## src/rtl/cpu_pkg.sv

```systemverilog
// Shared CPU definitions: memory-access FSM state encoding and default timeout.
package cpu_pkg;
  localparam logic [1:0] ST_IDLE    = 2'd0;
  localparam logic [1:0] ST_RD_WAIT = 2'd1;
  localparam logic [1:0] ST_WR_WAIT = 2'd2;
  localparam logic [1:0] ST_FINISH  = 2'd3;

  localparam int TIMEOUT_DEF = 15;
  localparam int CNT_W       = 4;

  typedef logic [31:0] word_t;
endpackage

```

## src/rtl/mem_access_unit_if.sv

```systemverilog
// RAM-side request/response bus of the memory access unit.
interface mem_access_unit_if #(parameter int ADDR_W = 9) ();
  logic [ADDR_W-1:0] mem_addr;
  logic [31:0]       mem_wdata;
  logic              mem_rd_en;
  logic              mem_wr_en;
  logic [31:0]       mem_rdata;
  logic              mem_ack;

  modport master (output mem_addr, mem_wdata, mem_rd_en, mem_wr_en,
                  input  mem_rdata, mem_ack);
  modport slave  (input  mem_addr, mem_wdata, mem_rd_en, mem_wr_en,
                  output mem_rdata, mem_ack);
endinterface

```

## src/rtl/reg32.sv

```systemverilog
// 32-bit load-enable register with synchronous active-high clear.
module reg32 (
  input  logic        clk,
  input  logic        clr,
  input  logic        en,
  input  logic [31:0] d,
  output logic [31:0] q
);
  always_ff @(posedge clk) begin
    if (clr)     q <= '0;
    else if (en) q <= d;
  end
endmodule

```

## src/rtl/mem_access_unit.sv

```systemverilog
// MAR/MDR pair plus a handshake FSM that issues one RAM read or write at a time
// and aborts with an err pulse if the RAM does not acknowledge within TIMEOUT cycles.
module mem_access_unit import cpu_pkg::*; #(
  parameter int ADDR_W  = 9,
  parameter int TIMEOUT = TIMEOUT_DEF
) (
  input  logic  clk,
  input  logic  clr,
  input  word_t bus_in,
  input  logic  MARin,
  input  logic  MDRin,
  input  logic  mem_read,
  input  logic  mem_write,
  output word_t MDR_out,
  output logic  busy,
  output logic  done,
  output logic  err,
  mem_access_unit_if.master mem
);
  localparam logic [CNT_W-1:0] CNT_LAST = CNT_W'(TIMEOUT - 1);

  logic [1:0]       state;
  logic [CNT_W-1:0] cnt;
  logic             err_q;
  word_t            mar_q, mdr_d;
  logic             mar_ld, mdr_ld, idle, rd_wait;

  assign idle    = (state == ST_IDLE);
  assign rd_wait = (state == ST_RD_WAIT);

  // MAR/MDR only accept bus loads while idle; read data lands in MDR on the ack edge.
  assign mar_ld = idle && MARin;
  assign mdr_ld = (idle && MDRin) || (rd_wait && mem.mem_ack);
  assign mdr_d  = rd_wait ? mem.mem_rdata : bus_in;

  reg32 u_mar (.clk(clk), .clr(clr), .en(mar_ld),
               .d({{(32-ADDR_W){1'b0}}, bus_in[ADDR_W-1:0]}), .q(mar_q));
  reg32 u_mdr (.clk(clk), .clr(clr), .en(mdr_ld), .d(mdr_d), .q(MDR_out));

  logic unused_mar_hi;
  assign unused_mar_hi = ^mar_q[31:ADDR_W];

  always_ff @(posedge clk) begin
    if (clr) begin
      state <= ST_IDLE;
      cnt   <= '0;
      err_q <= 1'b0;
    end else begin
      err_q <= 1'b0;
      case (state)
        ST_IDLE: begin
          cnt <= '0;
          if (mem_read)       state <= ST_RD_WAIT;
          else if (mem_write) state <= ST_WR_WAIT;
        end
        ST_RD_WAIT, ST_WR_WAIT: begin
          // Ack is checked first so a late ack on the final wait cycle still succeeds.
          if (mem.mem_ack) begin
            state <= ST_FINISH;
          end else if (cnt == CNT_LAST) begin
            state <= ST_IDLE;
            err_q <= 1'b1;
          end else begin
            cnt <= cnt + 1'b1;
          end
        end
        default: state <= ST_IDLE;
      endcase
    end
  end

  assign busy          = !idle;
  assign done          = (state == ST_FINISH);
  assign err           = err_q;
  assign mem.mem_addr  = mar_q[ADDR_W-1:0];
  assign mem.mem_wdata = MDR_out;
  assign mem.mem_rd_en = rd_wait;
  assign mem.mem_wr_en = (state == ST_WR_WAIT);
endmodule

```

## src/flat_wrapper.sv

```systemverilog
// flat-port wrapper written by rule: the top's interface ports become plain ports
module mem_access_unit_flat import cpu_pkg::*;
#(
  parameter int ADDR_W  = 9,
  parameter int TIMEOUT = TIMEOUT_DEF
)
  (clk, clr, bus_in, MARin, MDRin, mem_read, mem_write, MDR_out, busy, done, err, mem_mem_addr, mem_mem_wdata, mem_mem_rd_en, mem_mem_wr_en, mem_mem_rdata, mem_mem_ack);
  mem_access_unit_if #(.ADDR_W(ADDR_W)) mem_i ();
  input  logic clk;
  input  logic clr;
  input  word_t bus_in;
  input  logic MARin;
  input  logic MDRin;
  input  logic mem_read;
  input  logic mem_write;
  output word_t MDR_out;
  output logic busy;
  output logic done;
  output logic err;
  output wire logic [$bits(mem_i.mem_addr)-1:0] mem_mem_addr;
  output wire logic [$bits(mem_i.mem_wdata)-1:0] mem_mem_wdata;
  output wire logic [$bits(mem_i.mem_rd_en)-1:0] mem_mem_rd_en;
  output wire logic [$bits(mem_i.mem_wr_en)-1:0] mem_mem_wr_en;
  input wire logic [$bits(mem_i.mem_rdata)-1:0] mem_mem_rdata;
  input wire logic [$bits(mem_i.mem_ack)-1:0] mem_mem_ack;
  assign mem_mem_addr = mem_i.mem_addr;
  assign mem_mem_wdata = mem_i.mem_wdata;
  assign mem_mem_rd_en = mem_i.mem_rd_en;
  assign mem_mem_wr_en = mem_i.mem_wr_en;
  assign mem_i.mem_rdata = mem_mem_rdata;
  assign mem_i.mem_ack = mem_mem_ack;
  mem_access_unit #(.ADDR_W(ADDR_W), .TIMEOUT(TIMEOUT)) u_core (.clk(clk), .clr(clr), .bus_in(bus_in), .MARin(MARin), .MDRin(MDRin), .mem_read(mem_read), .mem_write(mem_write), .MDR_out(MDR_out), .busy(busy), .done(done), .err(err), .mem(mem_i));
endmodule
```

## config.mk

```make
export PLATFORM = sky130hd
export DESIGN_NAME = mem_access_unit_flat
export DESIGN_NICKNAME = d
export VERILOG_FILES = /design/src/rtl/cpu_pkg.sv /design/src/rtl/mem_access_unit_if.sv /design/src/rtl/reg32.sv /design/src/rtl/mem_access_unit.sv /design/src/flat_wrapper.sv
export SDC_FILE = /design/constraint.sdc
export NUM_CORES = 1
export LEC_CHECK = 0
export ABC_CLOCK_PERIOD_IN_PS = 2450
export CELL_PAD_IN_SITES_DETAIL_PLACEMENT = 2
export CELL_PAD_IN_SITES_GLOBAL_PLACEMENT = 2
export CORE_MARGIN = 2
export CORE_UTILIZATION = 23
export DETAILED_ROUTE_END_ITERATION = 10
export PLACE_DENSITY_LB_ADDON = 0.3
export SLEW_MARGIN = 5
export SYNTH_ARGS = -nofsm -noshare
export SYNTH_HDL_FRONTEND = slang
export SYNTH_SLANG_ARGS = --single-unit
```

## constraint.sdc

```tcl
create_clock -name clk -period 2.45 [get_ports clk]
set_input_delay 0.735 -clock clk [delete_from_list [all_inputs] [get_ports clk]]
set_output_delay 0.735 -clock clk [all_outputs]
set_load 0.1 [all_outputs]
```

Word level (Yosys, flattened, before mapping)
Index checks and enable logic that the tools add are counted.
{ "totals": {"ff_bits": 48, "input_bits": 71, "output_inout_bits": 78, "wordCells": 36} }
{ "op_classes": {"n_addsub": 1, "n_eq_ne": 8, "mux": 10, "n_bitwise": 1, "reduce_logical": 11} }
{ "ops": {"columns": ["op", "n"], "rows": [
  ["$mux 32", 1],
  ["$mux 2", 4],
  ["$mux 4", 2],
  ["$pmux 4 s2", 1],
  ["$add 4x1->4 const B", 1],
  ["$eq 2x2->1 const B", 2],
  ["$eq 4x4->1 const B", 1],
  ["$ne 2x2->1 const B", 2],
  ["$pmux 2 s2", 1],
  ["$logic_and 1x1->1", 3],
  ["$ne 3x2->1 const B", 1],
  ["$ne 3x3->1 const B", 1],
  ["$reduce_and 3->1", 1],
  ["$reduce_or 3->1", 1],
  ["$eq 2x1->1 const B", 1],
  ["$logic_not 2->1", 1],
  ["$reduce_and 2->1", 1],
  ["$reduce_bool 2->1", 1],
  ["$reduce_or 2->1", 1],
  ["$logic_not 1->1", 1],
  ["$logic_or 1x1->1", 1],
  ["$mux 1", 1],
  ["$not 1->1", 1]
]} }

Logic depth before layout (Yosys ltp)
{ "logic_depth": {"ltp_word": 4, "ltp_mapped": 8, "mapped_depth_nobuf": 5} }

By module
A second synthesis with hierarchy kept.
{ "hier_totals": {"hier_cells": 328, "area_unflattened_um2": 3437.0} }
{ "by_module_without_submodules": {"columns": ["module", "instances", "cells_per_inst", "area_each_um2", "seq_area_each_um2"], "rows": [
  ["reg32", 2, 103, 1163.6, 640.6],
  ["mem_access_unit", 1, 122, 1109.8, 140.1]
]} }

Least setup slack after synthesis
Ideal clock, no wire load.
{ "synth_path": {"kind": "register -> output", "start": "reg u_core.state[0]", "end": "out busy", "arrival_time_ns": 1.507, "slack_ns": 0.208, "path_stages_with_launch": 5, "n_path_buf": 1, "path_cell_list": "dfxtp_1 inv_1 ha_1 clkbuf_1 inv_1"} }
{ "synth_via": {"elab_chain_cells": 2} }
{ "synth_rtl": {"columns": ["item", "line_no", "source"], "rows": [
  ["start, declared", "mem_access_unit.sv:22", "logic [1:0] state;"],
  ["start signal, assigned", "mem_access_unit.sv:45", "state <= ST_IDLE;"],
  ["start signal, assigned", "mem_access_unit.sv:53", "if (mem_read) state <= ST_RD_WAIT;"],
  ["start signal, assigned", "mem_access_unit.sv:54", "else if (mem_write) state <= ST_WR_WAIT;"],
  ["$logic_not 2->1", "mem_access_unit.sv:28", "assign idle = (state == ST_IDLE);"],
  ["$logic_not 1->1", "mem_access_unit.sv:72", "assign busy = !idle;"],
  ["end, declared", "flat_wrapper.sv:17", "output logic busy;"]
]} }
Every way passes these cells.

Worst setup path in the final report
Same ends and word-level chain as after synthesis.

==> results.md <==
- Cell taking the most area after synthesis: dfxtp_1
- Final wirelength: 8.60 mm
- R2R setup slack: 0.60 ns
- Antenna cells: 0
- I/O Buffers: about 150
- Clk slew on worst S/H paths: 0.07 ns
- WP data arrival: 1.48 ns
- # Post-CTS Setup Buffers: 0
- Share of layout cells above drive strength 1: 34.4%
- Maxcap violations: 0
- Post-synth top area share: 36.7%
- Initial Utilization: a little under a quarter
- Vias: 2326
- Final Cycle Share: approximately 90%
- Gr ovfl total: 0
- Die Ht: between 100 and 150 um
- Max Slew Vio Count: 0
- GRT Util Overall: 13.9%
- Post-CTS sizing: 0
- Clock sink count: 48
- Number of global-route vias before repair: between 2000 and 2500
- Final Hold Viols: 0
- First-pass GRT wire length: 13.7 mm
- H-tree levels: 2
- I/O pin count: 149
- Clock Path Buffers: 2
- Routability Congestion: 0.749
- # hold bufs at CTS: 0
- Full die area: 12300 um^2
- Synthesized cell area: 2620 um^2
- Slowest-stage cell, CP: dfxtp_1
- WL/cell: about 17 um
- Status: finished clean
- Final Setup Violations: 0
- Vias per std cell: 4.49
- Worst skew pair latency: 0.29 ns
- Main area contributors after synthesis: dfxtp_1, a211oi_2, mux2i_1
- Syn_nets: 343
- Most frequent cells in the layout: buf_4, clkdlybuf4s50_1, dfxtp_1, mux2i_1
- Setup Skew: between 0.007 and 0.008 ns
- RSZ-0062 raised after global routing: no
- Worst r2r path cells: 6
- FF-to-FF Start: u_core.state[0]
- DRT iter0 DRCs: 38
- Root buffer cell: clkbuf_16
- # DRC: 0
- Fin Setup TNS: 0 ns
- First-pass DRT Iterations: 3
- CP Capture Type: output pin
- Hold Path Class: reg -> reg
- Largest net degree at the start of global routing: 24
- TritonCTS clock tree: yes
- Syn-to-layout area delta: 53.5%
- Cell chain of the critical path: inv_1 > ha_1 > inv_1 > buf_12
- Max incr delay on CP: 0.42 ns
- WP data required: 1.71 ns
- Nets@finish: approximately 460
- Startpoint Class: flip-flop
- Worst Setup SP: u_core.state[0]
- Post-route ant nets: 0
- Detailed-placement wirelength estimate: just under 7 mm
- Row count: 38
- Reg-to-reg critical path endpoint: u_core.u_mdr.q[25]
- Slew HR: 65.3%
- Synthesized flop and latch total: 48
- Core outline area: 11000 um^2
- Average cell area after synthesis: 9.88 um^2
- CP endpoint: busy
- Gate count after technology mapping: 265
- Netlist cell types: 26
- YS warnings: 0
- Commonest non-fill, non-tap cell in the layout: buf_4
- Worst Tran Pin Value: 0.521 ns
- Fin Hold WS: 0.462 ns
- CTS Buf Count: 5
- Tmin final: 2.21 ns
- Maximum net fanout on the critical path: 9
- Sequential share of the synthesized area: 36.7%
- Max frequency: between 400 and 500 MHz
- Initial antenna violation count: 0
- Worst Setup Path Type: reg -> out
- Crit-path most repeated cell: inv_1
- Die width: 111 um
## synthesized netlist by cell type
cell type,count
buf_6,6
nand2_1,12
or3b_1,1
nand3_1,11
ha_1,7
buf_4,36
a211o_1,2
clkbuf_2,1
o22a_1,1
a31oi_1,2
or3_1,3
nand2b_1,5
nand3b_1,1
buf_1,2
o211ai_1,4
clkbuf_1,3
and3_1,1
buf_2,4
a211oi_2,32
mux2i_1,34
inv_1,4
a22o_1,1
nor2_1,32
a21oi_1,11
dfxtp_1,48
nor3b_1,1
## worst max-delay path: cells and delay by family (launching register included)
kind,cells,cell delay [ns]
adder cells (fa/ha/maj),1,0.34
buffers and inverters,3,0.42
flip-flops,1,0.42
## sequential cells by signal, indices dropped and copies added (netlist names)
register        count
u_core.cnt          4
u_core.err          1
u_core.state        2
u_core.u_mar.q      9
u_core.u_mdr.q     32
## worst min-delay path by stage
stage                                 start                end  slack, ns  depth (start not counted)
after floorplan               u_core.cnt[3]      u_core.cnt[3]       0.49                          2
after global placement    u_core.u_mar.q[0]  u_core.u_mar.q[0]       0.44                          2
after detailed placement  u_core.u_mar.q[3]  u_core.u_mar.q[3]       0.46                          2
after CTS                 u_core.u_mar.q[4]  u_core.u_mar.q[4]       0.47                          2
after global routing      u_core.u_mar.q[7]  u_core.u_mar.q[7]       0.50                          2
final                     u_core.u_mar.q[4]  u_core.u_mar.q[4]       0.46                          2
## through the flow
step	cells	cell area [um^2]	util (%)	setup slack, ns
global placement	510	3850	35.1	0.274
floorplan	265	2620	-	0.208
global route	518	4020	36.6	0.104
finish	518	4020	36.6	0.239
detailed placement	510	3850	35.1	0.226
CTS	518	4020	36.6	0.189
## routing by layer
| metal | track usage (%) | vias to the layer above | routed length (um) |
|---|---|---|---|
| li1 | - | 1116 | - |
| met1 | 15.8 | 1131 | 3490 |
| met2 | 26.1 | 73 | 4600 |
| met3 | 3.39 | 6 | 445 |
| met4 | 2.75 | 0 | 70 |
| met5 | 0 | - | 0 |
## layout make-up
cell class | count | area (um^2)
inverter | 4 | 15.0
sequential | 48 | 961
timing repair buffer | 157 | 1440
tap | 140 | 175
clock inverter | 3 | 42.5
clock buffer | 5 | 125
fill | 1171 | 6960
multi-input combinational | 161 | 1260
## cells by family (layout without fill, tap and decap cells)
group	Yosys count	after routing	share of synthesized area, %
simple gates	67	67	11.5
mux	34	34	13.0
compound gates	53	53	20.4
flops	48	48	36.7
fa+ha+maj	7	7	3.34
buf+inv	56	169	15.1
Power is left out: the tool's default activity adds up to more than one toggle a clock period on the data nets, which glitch-free logic cannot reach.
